### src/rtl/rf_wr_arbiter.sv
// rf_wr_arbiter: shares the register-file write port between MEM/WB writeback and queued MDU results.
// Define RF_WR_FAIR_EN to add a starvation timer that forces a queued drain over the pipeline.
module rf_wr_arbiter #(
  parameter int DW           = 32,
  parameter int AW           = 5,
  parameter int DEPTH        = 2,
  parameter int STARVE_LIMIT = 4
) (
  input  logic                   clk,
  input  logic                   rst,
  input  logic                   wb_valid,
  input  logic [AW-1:0]          wb_addr,
  input  logic [DW-1:0]          wb_data,
  output logic                   wb_stall,
  input  logic                   mdu_valid,
  output logic                   mdu_ready,
  input  logic [AW-1:0]          mdu_addr,
  input  logic [DW-1:0]          mdu_data,
  input  logic [AW-1:0]          rd_a1,
  input  logic [AW-1:0]          rd_a2,
  output logic                   hz1,
  output logic                   hz2,
  output logic                   rf_wr,
  output logic [AW-1:0]          rf_a3,
  output logic [DW-1:0]          rf_wd,
  output logic [$clog2(DEPTH):0] pend_cnt
);
  localparam int PW = $clog2(DEPTH);

  if (DEPTH < 2 || (DEPTH & (DEPTH - 1)) != 0) begin : g_bad_depth
    $error("rf_wr_arbiter: DEPTH must be a power of two >= 2");
  end
  if (STARVE_LIMIT < 1) begin : g_bad_limit
    $error("rf_wr_arbiter: STARVE_LIMIT must be >= 1");
  end

  logic          live_q [DEPTH];
  logic [AW-1:0] addr_q [DEPTH];
  logic [DW-1:0] data_q [DEPTH];
  logic [PW-1:0] head;
  logic [PW-1:0] tail;
  logic [PW:0]   count;

  logic full;
  logic empty;
  logic head_live;
  logic head_ok;
  logic wb_req;
  logic wb_commit;
  logic force_drain;
  logic push;
  logic pop;

  assign full      = (count == (PW+1)'(DEPTH));
  assign empty     = (count == '0);
  assign head_live = live_q[head];
  assign head_ok   = !empty && head_live;
  assign wb_req    = wb_valid && (wb_addr != '0);
  assign wb_commit = wb_req && !force_drain;
  // A dead head is dropped regardless of who owns the port.
  assign pop       = !empty && (!head_live || force_drain || !wb_req);
  assign mdu_ready = !full && !rst;
  assign push      = mdu_valid && mdu_ready;
  assign pend_cnt  = count;
  assign wb_stall  = force_drain && !rst;

`ifdef RF_WR_FAIR_EN
  localparam int SW = $clog2(STARVE_LIMIT + 1);
  logic [SW-1:0] starve_left;

  assign force_drain = head_ok && (starve_left == '0);

  always_ff @(posedge clk or posedge rst) begin
    if (rst) begin
      starve_left <= SW'(STARVE_LIMIT);
    end else if (pop) begin
      starve_left <= SW'(STARVE_LIMIT);
    end else if (head_ok && wb_commit && starve_left != '0) begin
      starve_left <= starve_left - 1'b1;
    end
  end
`else
  assign force_drain = 1'b0;
`endif

  always_comb begin
    rf_wr = 1'b0;
    rf_a3 = '0;
    rf_wd = '0;
    if (!rst) begin
      if (force_drain || (head_ok && !wb_req)) begin
        rf_wr = 1'b1;
        rf_a3 = addr_q[head];
        rf_wd = data_q[head];
      end else if (wb_req) begin
        rf_wr = 1'b1;
        rf_a3 = wb_addr;
        rf_wd = wb_data;
      end
    end
  end

  // Live bits exist only on occupied entries, so no occupancy mask is needed here.
  always_comb begin
    hz1 = 1'b0;
    hz2 = 1'b0;
    for (int i = 0; i < DEPTH; i++) begin
      if (live_q[i] && (addr_q[i] == rd_a1) && (rd_a1 != '0)) hz1 = 1'b1;
      if (live_q[i] && (addr_q[i] == rd_a2) && (rd_a2 != '0)) hz2 = 1'b1;
    end
  end

  always_ff @(posedge clk or posedge rst) begin
    if (rst) begin
      head  <= '0;
      tail  <= '0;
      count <= '0;
      for (int i = 0; i < DEPTH; i++) live_q[i] <= 1'b0;
    end else begin
      // A committed pipeline write is younger than anything already queued for that register.
      for (int i = 0; i < DEPTH; i++) begin
        if (wb_commit && live_q[i] && (addr_q[i] == wb_addr)) live_q[i] <= 1'b0;
      end
      if (pop) begin
        live_q[head] <= 1'b0;
        head         <= head + 1'b1;
      end
      if (push) begin
        live_q[tail] <= (mdu_addr != '0);
        tail         <= tail + 1'b1;
      end
      count <= count + (PW+1)'(push) - (PW+1)'(pop);
    end
  end

  always_ff @(posedge clk) begin
    if (push) begin
      addr_q[tail] <= mdu_addr;
      data_q[tail] <= mdu_data;
    end
  end
endmodule

### config.mk
export PLATFORM = sky130hd
export DESIGN_NAME = rf_wr_arbiter
export DESIGN_NICKNAME = d
export VERILOG_FILES = /design/src/rtl/rf_wr_arbiter.sv
export SDC_FILE = /design/constraint.sdc
export NUM_CORES = 1
export LEC_CHECK = 0
export BUFFER_PORTS_ARGS = -buffer_cell sky130_fd_sc_hd__buf_2
export CORE_AREA = 3 3 92 94
export CTS_BUF_LIST = sky130_fd_sc_hd__clkbuf_4 sky130_fd_sc_hd__clkbuf_8
export DETAILED_ROUTE_END_ITERATION = 10
export DIE_AREA = 0 0 95 97
export GPL_TIMING_DRIVEN = 0
export PLACE_DENSITY = 0.8
export SETUP_SLACK_MARGIN = 0.2
export SYNTH_ARGS = -nofsm -noshare
export SYNTH_HDL_FRONTEND = slang
export SYNTH_SLANG_ARGS = --single-unit
### constraint.sdc
create_clock -name clk -period 2.8 [get_ports clk]
set_input_delay 0.56 -clock clk [delete_from_list [all_inputs] [get_ports clk]]
set_output_delay 0.56 -clock clk [all_outputs]
set_load 0.05 [all_outputs]
==> flow_summary.toml <==
[power_and_ir_drop]
power_density_nw_per_um2 = 738
vdd_drop_max_mv = 0.392
power.total_w = 0.00420
p_leak_nw = 2.16

[synthesis]
synth_top_area_share_pct = 54.2
ys_seq_elements = 80
avgSynthCellArea_sq_um = 12.4
synthCells = 331
syn_area_sq_um = 4100
yosysTopAreaCell = "edfxtp_1"
synth_nets = 421
synth-seq-area-share_pct = 57.8
yosys_warnings = 0
synth_cell_types = 37
synthTopCellsByArea = "edfxtp_1, mux2_2, xor2_1, dfrtp_1, nand3_1"

[setup_path]
endpoint_kind = "output port"
start_kind = "input pin"
path_buf_inv = 4
cp.required_ns = 2.24
cp.depth = 8
cpPeakStageDelay_ns = 0.40
slowest_stage = "or3_4"
reg2regPathDepth = 3
critPathKind = "in2out"
path_common_cell = "buf_6"
r2r_end = "data_q[0][3]"
r2r_slack_ns = 0.48
cp_max_fo = 7
path_cells = "buf_8 -> or3_4 -> o31ai_4 -> buf_6 -> buf_6 -> a32oi_2 -> nor2_2 -> buf_6"
cp_top_family = "buffers and inverters"
critical_path_arrival_ns = 2.11
r2r-start = "pend_cnt[1]"

[floorplanning]
core_sq_um = 7730
boundaryPins = 132
die_x_microns = 95
rows = 32
dieHeight_microns = 97
dieArea_sq_um = 9220
initial_utilization_pct = 53.1

[clock_network]
clk_pin_slew_ns = 0.08
clock_tree.buffer_depth = 2
cts_hold_buffers = 0
htree_levels = 3
cts_buffers = 9
root_buffer = "clkbuf_8"
insertion_delay_ns = 0.34
clock-sinks = 80
cts_tree = "built"

[sta]
setup_viol = 0
worst_pin_slew_ns = 0.915
holdWs_ns = 0.403
period_minus_slack_ns = 2.67
fmax_ghz = 0.374
finalHoldViolations = 0
maxSlewViolCount = 0
slew_headroom_pct = 39.0
rsz0062_at_grt = "yes"
min_period_over_period_pct = 95.4
clock_skew_ns = 0.00780

[grt]
grt_max_degree = 39
track_usage_pct = 23.5
antenna_found_initial = 1
grt_pass1_vias = 3450
grt_overflow_total = 0
grt_pass1_wl_microns = 16800

[route]
dr_total_vias = 3298
vias_per_cell = 5.56
antenna_left = 0
detailedRoute.firstIterationViolations = 174
drt_wl_total_microns = 10800
drc_errors = 0
wire_per_inst_microns = 18.2
firstDrtPassIters = 5

[hold_path]
hold_depth = 1
hold_path.class = "in2reg"
min_from = "mdu_data[21]"
holdPathEnd = "data_q[0][21]"

[finish]
drive_above_1_share_pct = 56.2
diodes = 0
layout_commonest_cell = "buf_2"
syn2layout_area_growth_pct = 38.9
nNetsFinal = 576
layout_common_cells = "buf_2, edfxtp_1, buf_6"

[placed_design]
hpwl_microns = 7170
port_buffers = 130
gpl.final_weighted_congestion = 0.897

[run_status]
status = "finished, final reports clean"

[flow_run]
max-cap-violations = 0
how the worst max path moves through the flow:
| stage | from | to | slack [ns] |
|---|---|---|---|
| 2_1_floorplan | pend_cnt[1] | addr_q[0][0] | 0.20 |
| 3_3_place_gp | rst | data_q[0][17] | -0.21 |
| 3_5_place_dp | wb_addr[2] | rf_wd[14] | -0.04 |
| 4_1_cts | wb_addr[4] | rf_a3[1] | 0.14 |
| 5_1_grt | wb_addr[2] | rf_a3[1] | 0.09 |
| 6_report | wb_addr[2] | rf_a3[4] | 0.13 |
synthesized netlist by cell type, drive strengths merged:
| cell | number |
|---|---|
| or4b | 1 |
| edfxtp | 74 |
| mux2 | 37 |
| a211o | 1 |
| buf | 13 |
| a21oi | 37 |
| inv | 4 |
| a32oi | 3 |
| o21ai | 1 |
| o31ai | 2 |
| dfrtp | 6 |
| nand3 | 40 |
| or3 | 1 |
| nor2b | 1 |
| o22ai | 1 |
| nor4 | 4 |
| nor2 | 13 |
| xor2 | 18 |
| xnor2 | 15 |
| o311ai | 1 |
| nand2 | 36 |
| or4 | 3 |
| o41ai | 1 |
| o31a | 1 |
| nand4b | 1 |
| conb | 1 |
| and3 | 1 |
| clkbuf | 9 |
| mux2i | 1 |
| nor3 | 2 |
| ha | 2 |
where the power goes:
group	internal (W)	switching [W]	total, W	leakage [nW]
registers	0.00151	0.0000949	0.00160	0.749
logic	0.000737	0.00109	0.00183	1.32
clock network	0.000348	0.000423	0.000770	0.0887
total	0.00259	0.00161	0.00420	2.16
layout make-up:
type	instances	area, sq um
inverters	4	15.0
flip-flops and latches	80	2370
clock inverters	6	42.5
multi-input cells	225	1780
plain buffers	22	171
well taps	102	128
repair buffers	144	1050
clock buffers	10	138
fillers	531	2030
cells by family (layout without fill, tap and decap cells):
logic type	count (synthesis)	in the layout	share of synthesized area, %
adder cells (fa/ha/maj)	2	2	0.610
flip-flops	80	80	57.8
multiplexers	38	38	10.4
AO/OA/AOI/OAI	48	48	7.90
XOR/XNOR	33	33	7.04
other	1	1	0.0914
AND/OR/NAND/NOR	103	103	13.0
buffers and inverters	26	186	3.11
through the flow:
stage / util [%] / cell area (sq um) / setup slack (ns) / TNS (ns) / std cells
finish: 73.7 / 5700 / 0.128 / 0 / 593
global route: 73.7 / 5700 / 0.0936 / 0 / 593
CTS: 72.3 / 5590 / 0.138 / 0 / 588
detailed placement: 64.5 / 4980 / -0.0383 / -0.196 / 563
global placement: 64.5 / 4980 / -0.207 / -7.71 / 563
floorplan: - / 4210 / 0.195 / 0 / 331
state kept, by name (all words and copies together), names as in the netlist:
signal and count:
tail 1, live_q 2, data_q 64, addr_q 10, pend_cnt 2, head 1
metal layers:
metal	vias up	global-route usage (%)	part of all wire, %	wire length (microns)
met5	-	0	0.12	13
met4	2	6.88	0.71	77
met3	8	5.44	6.4	692
met2	148	39.0	51	5560
met1	1610	30.4	41	4460
li1	1530	-	-	-
worst reg2reg max path: cells and delay by family (launching register included):
kind	cells	cell delay (ns)
DFF	1	0.42
and+or+nand+nor	2	0.83
buffers and inverters	1	0.68
what timing repair did:
item / 4_1_cts / 5_1_grt
setup endpoints to repair: 38 / 39
gates resized for setup: 110 / 18
buffers inserted: 7 / 5
pin swaps: 21 / 10
gates cloned: 2 / 0
Power figures use the tool's default switching activity.
